**config.mk**
```make
export PLATFORM = sky130hd
export DESIGN_NAME = fb_pixel_writer
export DESIGN_NICKNAME = d
export VERILOG_FILES = /design/src/rtl/vga_fb_pkg.sv /design/src/rtl/fb_pixel_unpacker.sv /design/src/rtl/fb_pixel_writer.sv
export SDC_FILE = /design/constraint.sdc
export NUM_CORES = 1
export LEC_CHECK = 0
export ABC_CLOCK_PERIOD_IN_PS = 2400
export CORE_ASPECT_RATIO = 1.25
export CORE_UTILIZATION = 27
export CTS_CLUSTER_DIAMETER = 100
export DETAILED_ROUTE_END_ITERATION = 8
export GPL_ROUTABILITY_DRIVEN = 1
export SLEW_MARGIN = 20
export SYNTH_ARGS = -nofsm -noshare
export SYNTH_HDL_FRONTEND = slang
export SYNTH_SLANG_ARGS = --single-unit
```
**constraint.sdc**
```tcl
create_clock -name clock -period 2.4 [get_ports clock]
set_input_delay 0.6 -clock clock [delete_from_list [all_inputs] [get_ports clock]]
set_output_delay 0.6 -clock clock [all_outputs]
set_load 0.1 [all_outputs]
```
**src/rtl/vga_fb_pkg.sv**
```systemverilog
// Shared definitions for the framebuffer write path.
//   fb_state_e     : write-engine FSM states
//   MODE_UNPACK/
//   MODE_FILL      : values of the writer's mode input
//   pix_per_word() : pixels carried by one input word
package vga_fb_pkg;

  typedef enum logic [1:0] {
    ST_IDLE  = 2'd0,
    ST_WRITE = 2'd1,
    ST_FIN   = 2'd2
  } fb_state_e;

  localparam logic MODE_UNPACK = 1'b0;
  localparam logic MODE_FILL   = 1'b1;

  function automatic int unsigned pix_per_word(input int unsigned data_w,
                                               input int unsigned pix_w);
    return data_w / pix_w;
  endfunction

endpackage

```
**src/rtl/fb_pixel_unpacker.sv**
```systemverilog
// Load/rotate register presenting one pixel per advance, MSB first.
//   clk_i, rst_i : clock, synchronous active-high reset (clears to 0)
//   load_i       : capture word_i (has priority over advance_i)
//   advance_i    : move the next pixel to the output
//   word_i       : DATA_W-bit word to split
//   pixel_o      : current pixel, taken straight from the register top bits
module fb_pixel_unpacker #(
  parameter int unsigned DATA_W = 32,
  parameter int unsigned PIX_W  = 1
) (
  input  logic              clk_i,
  input  logic              rst_i,
  input  logic              load_i,
  input  logic              advance_i,
  input  logic [DATA_W-1:0] word_i,
  output logic [PIX_W-1:0]  pixel_o
);

  logic [DATA_W-1:0] sr_q, sr_d;

  // Rotating rather than shifting lets a FILL job run for any length: the
  // writer loads the colour replicated across the word, so every position
  // holds the same pixel.
  always_comb begin
    sr_d = sr_q;
    if (load_i) begin
      sr_d = word_i;
    end else if (advance_i) begin
      sr_d = (sr_q << PIX_W) | (sr_q >> (DATA_W - PIX_W));
    end
  end

  always_ff @(posedge clk_i) begin
    if (rst_i) begin
      sr_q <= '0;
    end else begin
      sr_q <= sr_d;
    end
  end

  assign pixel_o = sr_q[DATA_W-1 -: PIX_W];

endmodule

```
**src/rtl/fb_pixel_writer.sv**
```systemverilog
// Framebuffer write engine: streams one pixel per clock into the frame RAM
// write port from a base address upward, either unpacking one input word
// (MSB first) or filling `count` addresses with one colour.
//   clock, reset   : rising-edge clock, synchronous active-high reset
//   start          : job request, sampled only while idle
//   mode           : 0 = UNPACK, 1 = FILL
//   dados_in       : UNPACK word; low PIX_W bits are the FILL colour
//   endereco_base  : first write address
//   count          : FILL pixel count (0 = no writes)
//   data/wraddress/wren : RAM write port, all registered
//   busy           : job in progress (write cycles)
//   done           : one-cycle end-of-job pulse
//   overflow       : WRAP=0 only, job truncated at top address; sticky until next start
module fb_pixel_writer
  import vga_fb_pkg::*;
#(
  parameter int unsigned DATA_W = 32,
  parameter int unsigned PIX_W  = 1,
  parameter int unsigned ADDR_W = 12,
  parameter int unsigned CNT_W  = 13,
  parameter int unsigned WRAP   = 1
) (
  input  logic              clock,
  input  logic              reset,
  input  logic              start,
  input  logic              mode,
  input  logic [DATA_W-1:0] dados_in,
  input  logic [ADDR_W-1:0] endereco_base,
  input  logic [CNT_W-1:0]  count,
  output logic [PIX_W-1:0]  data,
  output logic [ADDR_W-1:0] wraddress,
  output logic              wren,
  output logic              busy,
  output logic              done,
  output logic              overflow
);

  localparam int unsigned PPW = pix_per_word(DATA_W, PIX_W);

  fb_state_e         state_q, state_d;
  logic [ADDR_W-1:0] addr_q, addr_d;
  logic [CNT_W-1:0]  rem_q, rem_d;
  logic              ovf_q, ovf_d;
  logic              wren_q, wren_d;
  logic              busy_q, busy_d;
  logic              done_q, done_d;

  logic              load, advance;
  logic [CNT_W-1:0]  job_len;
  logic [DATA_W-1:0] load_word;

  always_comb begin
    state_d   = state_q;
    addr_d    = addr_q;
    rem_d     = rem_q;
    ovf_d     = ovf_q;
    load      = 1'b0;
    advance   = 1'b0;
    job_len   = (mode == MODE_FILL) ? count : CNT_W'(PPW);
    load_word = (mode == MODE_FILL) ? {PPW{dados_in[PIX_W-1:0]}} : dados_in;

    unique case (state_q)
      ST_IDLE: begin
        if (start) begin
          load    = 1'b1;
          addr_d  = endereco_base;
          rem_d   = job_len;
          ovf_d   = 1'b0;
          state_d = (job_len == '0) ? ST_FIN : ST_WRITE;
        end
      end
      ST_WRITE: begin
        // rem_q counts the pixel currently on the port; last-pixel wins over
        // the top-address check so an exact fit is not flagged.
        if (rem_q == CNT_W'(1)) begin
          state_d = ST_FIN;
        end else if ((WRAP == 0) && (addr_q == '1)) begin
          ovf_d   = 1'b1;
          state_d = ST_FIN;
        end else begin
          rem_d   = rem_q - CNT_W'(1);
          addr_d  = addr_q + ADDR_W'(1);
          advance = 1'b1;
        end
      end
      ST_FIN:  state_d = ST_IDLE;
      default: state_d = ST_IDLE;
    endcase

    // Outputs are decoded from the next state so they leave flops directly.
    wren_d = (state_d == ST_WRITE);
    busy_d = (state_d == ST_WRITE);
    done_d = (state_d == ST_FIN);
  end

  always_ff @(posedge clock) begin
    if (reset) begin
      state_q <= ST_IDLE;
      addr_q  <= '0;
      rem_q   <= '0;
      ovf_q   <= 1'b0;
      wren_q  <= 1'b0;
      busy_q  <= 1'b0;
      done_q  <= 1'b0;
    end else begin
      state_q <= state_d;
      addr_q  <= addr_d;
      rem_q   <= rem_d;
      ovf_q   <= ovf_d;
      wren_q  <= wren_d;
      busy_q  <= busy_d;
      done_q  <= done_d;
    end
  end

  fb_pixel_unpacker #(
    .DATA_W(DATA_W),
    .PIX_W (PIX_W)
  ) u_unpacker (
    .clk_i    (clock),
    .rst_i    (reset),
    .load_i   (load),
    .advance_i(advance),
    .word_i   (load_word),
    .pixel_o  (data)
  );

  assign wraddress = addr_q;
  assign wren      = wren_q;
  assign busy      = busy_q;
  assign done      = done_q;
  assign overflow  = ovf_q;

endmodule

```
==> flow_metrics.env, run 1 <==
export IMPL_status="finished clean"
export IMPL_synth_main_ff_cell="dfxtp_1"
export IMPL_rows=45
export IMPL_maxCapViolCount=0
export IMPL_r2r_start="rem_q[1]"
export IMPL_ctsLongestPathBuffers=2
export IMPL_r2r_cells=8
export IMPL_top_usage_layer="met2"
export IMPL_final_layout_size_suffix_gt1_share_pct=13.1
export IMPL_syn_inst=449
export IMPL_yosysSeqAreaShare_pct=36.6
export IMPL_p_per_area_nw_per_um2=749
export IMPL_grt_use_met3_pct=3.75
export IMPL_die_y_um=126
export IMPL_r2r_end="rem_q[10]"
export IMPL_die_w_um=101
export IMPL_wl_per_cell_um=13.7
export IMPL_required_ns=2.58
export IMPL_ant_nets=0
export IMPL_synth_seq_cells=61
export IMPL_drc=0
export IMPL_synth_edf_count=0
export IMPL_via_count=3457
export IMPL_die_area_um2=12800
export IMPL_antenna_found_initial=0
export IMPL_cts_root_buffer="clkbuf_16"
export IMPL_io_pins=78
export IMPL_yosys_warnings=0
export IMPL_cts_buffers=9
export IMPL_portBuffers=76
export IMPL_fmax_ghz=0.446
export IMPL_holdBufCountCts=0
export IMPL_power_switching_mw=1.13
export IMPL_yosys_cell_types_count=55
export IMPL_critPathCaptureType="flip-flop"
export IMPL_p_leak_nw=1.62
export IMPL_grt_max_degree=65
export IMPL_clk_pin_slew_ns=0.05
export IMPL_seq_power_share_pct=34.9
export IMPL_fin_skew_ns=0.00779
export IMPL_routed_wl_mm=9.34
export IMPL_viasPerCell=5.07
export IMPL_track_usage_pct=15.0
export IMPL_reg2reg_slack_ns=0.16
export IMPL_period_needed_ns=2.24
export IMPL_clk_latency_ns=0.32
export IMPL_p_int_mw=2.31
export IMPL_clkPwrFrac_pct=37.3
export IMPL_slew_headroom_pct=60.9
export IMPL_final_cell_mix="a21oi_1, nand2_1, dfxtp_1"
export IMPL_fin_cells=682
export IMPL_rsz0062_at_grt="false"
export IMPL_dr_first_iter_drc_count=186
export IMPL_drt_pass1_iterations=4
export IMPL_grt_pass1_wl_mm=15.4
export IMPL_worstPathArrival_ns=2.42
export IMPL_globalRouteMet2Util_pct=24.8
export IMPL_finalMaxSlewViolations=0
export IMPL_post_synth_cell_area_avg_um2=7.43
export IMPL_fin_crit_sh_pct=93.3
export IMPL_final_nets=577
export IMPL_p_sw_share_pct=32.8
export IMPL_tritoncts="built"
export IMPL_place_inst=663
export IMPL_cp_start_kind="flip-flop"
export IMPL_initial_core_util_pct=27.6
export IMPL_hp_start="u_unpacker.sr_q[9]"
export IMPL_comb_power_share_pct=27.8
export IMPL_final_common_cell="a21oi_1"
export IMPL_diodes=0
export IMPL_place_gp_congestion=0.808
export IMPL_setup_viol=0
export IMPL_min_path_cells=2
export IMPL_hold_viol=0
export IMPL_cp_max_fo=15
export IMPL_min_path_type="reg -> reg"
export IMPL_critPathKind="reg -> reg"
export IMPL_max_slew_worst_pin_slew_ns=0.587
export IMPL_fillers=1256
export IMPL_peakVddDrop_mv=0.321
export IMPL_hpwl_mm=6.27
export IMPL_grt_overflow_total=0
export IMPL_worst_hold_path_endpoint="u_unpacker.sr_q[9]"
export IMPL_finalSetupTns_ns=0
export IMPL_grt_pass1_vias=3277
export IMPL_use_met1_pct=18.3
export IMPL_synth_fp_nets=513
export IMPL_postSynth_asyncResetShare_pct=0
export IMPL_netlist_area_um2=3340
export IMPL_htree_num_levels=3
export IMPL_area_delta_synth_final_pct=37.3
export IMPL_coreArea_um2=12100
export IMPL_cts_sinks=61
==> worst max-delay path: stages (launching register included) <==
cell	delay, ns
dfxtp_1	0.32
inv_1	0.10
ha_1	0.14
nor4b_1	0.44
a41oi_2	0.29
or2_2	0.38
buf_4	0.21
nor2_1	0.14
a311oi_2	0.06
==> sequential cells by signal, indices dropped and copies added, names as in the netlist <==
signal / count
busy: 1
u_unpacker.sr_q: 32
state_q: 2
rem_q: 13
wraddress: 12
done: 1
==> cells in the mapped netlist, drive strengths merged, types with 3 or more instances <==
| master | number | area [um^2] |
|---|---|---|
| xnor2 | 4 | 42.6 |
| nand4 | 6 | 37.5 |
| o21ai | 16 | 80.1 |
| nor3b | 3 | 27.5 |
| a32o | 3 | 30.0 |
| nand3 | 11 | 55.1 |
| nor2 | 29 | 109 |
| inv | 6 | 22.5 |
| or3 | 3 | 18.8 |
| a21oi | 83 | 415 |
| or2 | 3 | 18.8 |
| buf | 21 | 133 |
| ha | 3 | 37.5 |
| and2 | 4 | 25.0 |
| nor4 | 5 | 31.3 |
| a211oi | 4 | 35.0 |
| nor3 | 11 | 55.1 |
| a311oi | 4 | 53.8 |
| clkbuf | 23 | 86.3 |
| nand2 | 82 | 308 |
| dfxtp | 61 | 1220 |
| o31ai | 3 | 22.5 |
| o211ai | 31 | 233 |
| a31oi | 3 | 18.8 |
==> layer usage <==
metal / wire (um) / vias to the layer above
met5: 0 / -
met4: 183 / 0
met3: 454 / 14
met2: 4470 / 68
met1: 4240 / 1629
li1: - / 1746
==> worst max-delay path by stage <==
stage	startpoint	endpoint	slack (ns)	cells past startpoint
after global placement	start	rem_q[7]	0.15	6
after detailed placement	start	rem_q[10]	0.12	6
after floorplan	wraddress[1]	wraddress[10]	0.05	6
final	rem_q[1]	rem_q[10]	0.16	8
after CTS	rem_q[1]	u_unpacker.sr_q[5]	0.11	9
after global routing	rem_q[1]	rem_q[10]	0.003	8
==> timing repair <==
| item | CTS | global route |
|---|---|---|
| setup buffers | 0 | 3 |
| resized for setup | 0 | 1 |
| endpoints found under the setup margin | 0 | 39 |
| endpoints found under the hold margin | 0 | 0 |
==> power groups by stage <==
stage               Clock [mW]  Combinational [mW]  Sequential (mW)
CTS                       1.31               0.949             1.20
finish                    1.28               0.956             1.20
global placement             0               0.931             1.22
floorplan                    0               0.524             1.35
detailed placement           0               0.945             1.22
global route              1.36                1.04             1.21
==> per-stage QoR <==
step	power (mW)	area, um^2	worst slack [ns]	util [%]	hold slack [ns]
3_5_place_dp	2.16	4250	0.116	35.1	0.445
4_1_cts	3.46	4550	0.105	37.6	0.453
3_3_place_gp	2.15	4250	0.148	35.1	0.440
6_report	3.43	4580	0.160	37.9	0.450
5_1_grt	3.61	4580	0.00328	37.9	0.468
2_1_floorplan	1.87	3340	0.0486	-	0.432
==> layout make-up <==
| class | instances | area, um^2 | area share, % |
|---|---|---|---|
| Multi-Input combinational cell | 338 | 1900 | 41.4 |
| Sequential cell | 61 | 1220 | 26.6 |
| Timing Repair Buffer | 97 | 936 | 20.4 |
| Clock buffer | 9 | 225 | 4.91 |
| Tap cell | 164 | 205 | 4.48 |
| Clock inverter | 7 | 76.3 | 1.67 |
| Inverter | 6 | 22.5 | 0.491 |
==> cells by family after synthesis <==
kind of cell,after synthesis,synth area share (%)
XOR/XNOR,5,1.54
flip-flops,61,36.6
AO/OA/AOI/OAI,162,30.4
other,1,0.112
buffers and inverters,50,7.23
AND/OR/NAND/NOR,166,22.7
adder cells (fa/ha/maj),3,1.12
multiplexers,1,0.300
Power figures use the tool's default switching activity.
==> run 2, diff against run 1 <==
- ABC_CLOCK_PERIOD_IN_PS: 2400 -> 2900
- clock period: 2.4 -> 2.9 ns (I/O delays scaled with it)
==> flow_metrics.env, run 2 (synthesis results as in run 1) <==
export IMPL_crit_family="simple AND/OR/NAND/NOR gates"
export IMPL_area_delta_synth_final_pct=33.9
export IMPL_grt_pass1_wl_mm=15.1
export IMPL_fin_skew_ns=0.00922
export IMPL_wl_per_cell_um=13.7
export IMPL_fmax_ghz=0.388
export IMPL_hpwl_mm=6.17
export IMPL_cts_buffers=9
export IMPL_drc=0
export IMPL_critPathKind="reg -> reg"
export IMPL_final_cell_mix="a21oi_1, nand2_1, dfxtp_1"
export IMPL_grt_max_degree=65
export IMPL_ctsLongestPathBuffers=2
export IMPL_period_needed_ns=2.58
export IMPL_largest_register_ffs=32
export IMPL_antenna_found_initial=0
export IMPL_die_y_um=126
export IMPL_cts_sinks=61
export IMPL_dr_first_iter_drc_count=197
export IMPL_crit_cells=8
export IMPL_min_path_type="reg -> reg"
export IMPL_finalMaxSlewViolations=0
export IMPL_critPathCaptureType="flip-flop"
export IMPL_cts_resized=0
export IMPL_critPathLaunch="rem_q[1]"
export IMPL_worst_hold_slack_ns=0.452
export IMPL_holdBufCountCts=0
export IMPL_viasPerCell=5.10
export IMPL_fin_area_um2=4470
export IMPL_finalSetupTns_ns=0
export IMPL_reg2reg_slack_ns=0.32
export IMPL_rsz0062_at_grt="false"
export IMPL_r2r_cells=8
export IMPL_maxCapViolCount=0
export IMPL_max_slew_worst_pin_slew_ns=0.681
export IMPL_htree_num_levels=3
export IMPL_grt_pass1_vias=3165
export IMPL_portBuffers=76
export IMPL_via_count=3431
export IMPL_slew_headroom_pct=54.5
export IMPL_clk_pin_slew_ns=0.05
export IMPL_final_nets=568
export IMPL_cts_root_buffer="clkbuf_16"
export IMPL_rows=45
export IMPL_top_register="u_unpacker.sr_q"
export IMPL_fin_ws_ns=0.321
export IMPL_io_pins=78
export IMPL_r2r_start="rem_q[1]"
export IMPL_peakVddDrop_mv=0.262
export IMPL_grt_overflow_total=0
export IMPL_setup_viol=0
export IMPL_place_gp_congestion=0.782
export IMPL_pre_cts_ws_ns=0.277
export IMPL_cp_max_fo=31
export IMPL_tritoncts="built"
export IMPL_coreArea_um2=12100
export IMPL_status="finished clean"
export IMPL_clk_latency_ns=0.33
export IMPL_post_cts_buffers=0
export IMPL_required_ns=3.15
export IMPL_diodes=0
export IMPL_die_w_um=101
export IMPL_track_usage_pct=14.8
export IMPL_path_cells="inv_1 -> ha_1 -> nor4b_1 -> a41oi_1 -> nor2_4 -> buf_4 -> nand2_1 -> a21oi_1"
export IMPL_place_area_um2=4180
export IMPL_routed_wl_mm=9.23
export IMPL_critPathSlowestCell="nor2_4"
export IMPL_hp_start="u_unpacker.sr_q[8]"
export IMPL_drt_pass1_iterations=7
export IMPL_die_area_um2=12800
export IMPL_p_leak_nw=1.57
export IMPL_fin_crit_sh_pct=88.9
export IMPL_cp_num_buf_inv=2
export IMPL_p_per_area_nw_per_um2=616
export IMPL_min_path_cells=2
export IMPL_final_common_cell="a21oi_1"
export IMPL_ant_nets=0
export IMPL_cp_start_kind="flip-flop"
export IMPL_final_layout_size_suffix_gt1_share_pct=11.4
export IMPL_critPathMaxStageDelay_ns=0.59
export IMPL_initial_core_util_pct=27.6
export IMPL_worstPathArrival_ns=2.83
export IMPL_hold_viol=0
## run 2: cell count changes in the layout (fill, tap and decap cells not counted), sizes merged
| cell | previous run | this run |
|---|---|---|
| buf | 38 | 29 |
| clkbuf | 9 | 11 |
| bufinv | 1 | 0 |
| clkinvlp | 5 | 4 |
## run 2: routing by layer
metal  part of all wire [%]  wire length [um]  GRT usage, %
met2                     48              4410          23.9
met4                   0.68                63          4.69
met3                    6.1               566          3.80
met1                     45              4190          19.2
met5                      0                 0             0
## run 2: worst paths after layout
kind	to
max	u_unpacker.sr_q[31]
min	u_unpacker.sr_q[8]
max reg2reg	u_unpacker.sr_q[31]
min reg2reg	u_unpacker.sr_q[8]
## run 2: cell type report
class	count	area, um^2
Sequential cell	61	1220
Fill cell	1265	7640
Inverter	6	22.5
Clock inverter	5	35.0
Tap cell	164	205
Multi-Input combinational cell	338	1890
Clock buffer	11	253
Timing Repair Buffer	88	843
## run 2: power breakdown
part	internal, mW	switching [mW]	total [mW]
logic	0.299	0.459	0.759
clock network	0.622	0.380	1.00
registers	0.920	0.0734	0.993
total	1.84	0.912	2.75
## run 2: per-stage QoR
stage	total power [mW]	utilization, %	instances
after floorplan	1.55	-	449
after global placement	1.75	34.5	657
after detailed placement	1.77	34.5	657
after CTS	2.78	36.9	673
after global routing	2.89	36.9	673
final	2.75	36.9	673
## run 2: worst register-to-register path, stage by stage, from the launching register on
cell and delay (ns):
dfxtp_1 0.33, inv_1 0.10, ha_1 0.15, nor4b_1 0.33, a41oi_1 0.34, nor2_4 0.59
buf_4 0.44, nand2_1 0.10, a21oi_1 0.13
==> run 3, diff against run 2 <==
- CORE_ASPECT_RATIO: 1.25 -> 1.5
- GPL_TIMING_DRIVEN: unset -> 0
- PLACE_DENSITY: unset -> 0.53
==> flow_metrics.env, run 3 (synthesis results as in run 1) <==
export IMPL_regArea_um2=1220
export IMPL_fillers=1341
export IMPL_die_y_um=138
export IMPL_worst_hold_slack_ns=0.448
export IMPL_largest_register_ffs=32
export IMPL_grt_max_degree=11
export IMPL_min_path_type="reg -> reg"
export IMPL_p_leak_nw=1.59
export IMPL_peakVddDrop_mv=0.343
export IMPL_crit_family="buffers and inverters"
export IMPL_max_slew_worst_pin_slew_ns=0.980
export IMPL_final_common_cell="a21oi_1"
export IMPL_diodes=0
export IMPL_finalSetupTns_ns=0
export IMPL_viasPerCell=5.21
export IMPL_die_w_um=92.8
export IMPL_io_pins=78
export IMPL_finalMaxSlewViolations=0
export IMPL_maxCapViolCount=0
export IMPL_initial_core_util_pct=27.8
export IMPL_dr_first_iter_drc_count=232
export IMPL_cts_sinks=61
export IMPL_drc=0
export IMPL_final_cell_mix="a21oi_1, nand2_1, clkdlybuf4s50_1"
export IMPL_htree_num_levels=3
export IMPL_critPathMaxStageDelay_ns=1.18
export IMPL_tritoncts="built"
export IMPL_critPathKind="reg -> out"
export IMPL_slew_headroom_pct=34.5
export IMPL_routed_wl_mm=11.2
export IMPL_multi_input_area_um2=1880
export IMPL_clk_pin_slew_ns=0.05
export IMPL_top_register="u_unpacker.sr_q"
export IMPL_critPathCaptureType="output port"
export IMPL_portBuffers=75
export IMPL_track_usage_pct=18.0
export IMPL_path_cells="clkdlybuf4s50_1"
export IMPL_cts_buffers=9
export IMPL_status="finished clean"
export IMPL_drt_pass1_iterations=4
export IMPL_worstPathArrival_ns=1.95
export IMPL_rows=49
export IMPL_fin_skew_ns=0.00298
export IMPL_critPathSlowestCell="clkdlybuf4s50_1"
export IMPL_final_layout_size_suffix_gt1_share_pct=7.59
export IMPL_setup_viol=0
export IMPL_post_cts_buffers=0
export IMPL_coreArea_um2=12000
export IMPL_comb_power_share_pct=28.0
export IMPL_p_sw_share_pct=33.2
export IMPL_cts_root_buffer="clkbuf_16"
export IMPL_hold_viol=0
export IMPL_rsz0062_at_grt="false"
export IMPL_cp_max_fo=7
export IMPL_place_gp_congestion=0.800
export IMPL_antenna_found_initial=0
export IMPL_p_int_mw=1.91
export IMPL_hpwl_mm=8.28
export IMPL_ant_nets=0
export IMPL_p_per_area_nw_per_um2=626
export IMPL_final_nets=599
export IMPL_cp_start_kind="flip-flop"
export IMPL_clkPwrFrac_pct=37.4
export IMPL_holdBufCountCts=0
export IMPL_required_ns=2.17
export IMPL_die_area_um2=12800
export IMPL_cts_resized=0
export IMPL_power_switching_mw=0.950
export IMPL_area_delta_synth_final_pct=37.0
export IMPL_cp_num_buf_inv=1
export IMPL_wl_per_cell_um=16.2
export IMPL_seq_power_share_pct=34.7
export IMPL_grt_pass1_vias=3682
export IMPL_clk_latency_ns=0.33
export IMPL_fin_crit_sh_pct=92.1
export IMPL_grt_overflow_total=0
export IMPL_fmax_ghz=0.374
export IMPL_ctsLongestPathBuffers=2
export IMPL_via_count=3608
export IMPL_grt_pass1_wl_mm=18.2
export IMPL_period_needed_ns=2.67
==> run 3: cell types whose count changed in the layout (fill, tap and decap cells not counted), moves of 4 or more <==
cell and delta:
buf_6 +4, buf_4 -21, clkinvlp_4 -4, buf_2 +6, buf_1 +6, clkbuf_1 +24, clkdlybuf4s50_1 +16
==> run 3: metal layers <==
metal	vias up	part of all wire, %	wire, um	track usage, %
met1	1701	40	4510	19.8
li1	1782	-	-	-
met4	0	2.6	294	7.85
met5	-	0	0	0
met3	18	5.2	578	3.80
met2	107	52	5810	32.5
==> run 3: path summary, 6_finish.rpt <==
| check | slack [ns] | cells past startpoint | endpoint | startpoint |
|---|---|---|---|---|
| min reg2reg | 0.45 | 2 | u_unpacker.sr_q[26] | u_unpacker.sr_q[26] |
| max reg2reg | 0.50 | 7 | u_unpacker.sr_q[23] | rem_q[4] |
| max | 0.23 | 1 | wraddress[4] | wraddress[4] |
| min | 0.45 | 2 | u_unpacker.sr_q[26] | u_unpacker.sr_q[26] |
==> run 3: cell type report <==
cell class,count,area share (%)
multi-input combinational,338,41.0
clock buffer,11,5.31
clock inverter,5,1.09
tap,153,4.19
inverter,6,0.492
sequential,61,26.7
buffer,44,4.79
timing repair buffer,75,16.4
==> run 3: power by group through the flow <==
stage	clock [mW]	combinational, mW	sequential [mW]
2_1_floorplan	0	0.434	1.12
3_3_place_gp	0	0.795	1.01
3_5_place_dp	0	0.799	1.01
4_1_cts	1.09	0.804	0.991
5_1_grt	1.13	0.868	1.00
6_report	1.07	0.801	0.993
==> run 3: metrics by stage <==
step	power [mW]	util, %	worst slack, ns	instances	area (um^2)
after global routing	3.00	38.1	0.154	693	4570
after global placement	1.80	35.6	0.0720	677	4280
after detailed placement	1.81	35.6	0.0402	677	4280
final	2.86	38.1	0.228	693	4570
after floorplan	1.55	-	0.549	449	3340
after CTS	2.89	38.1	0.215	693	4570
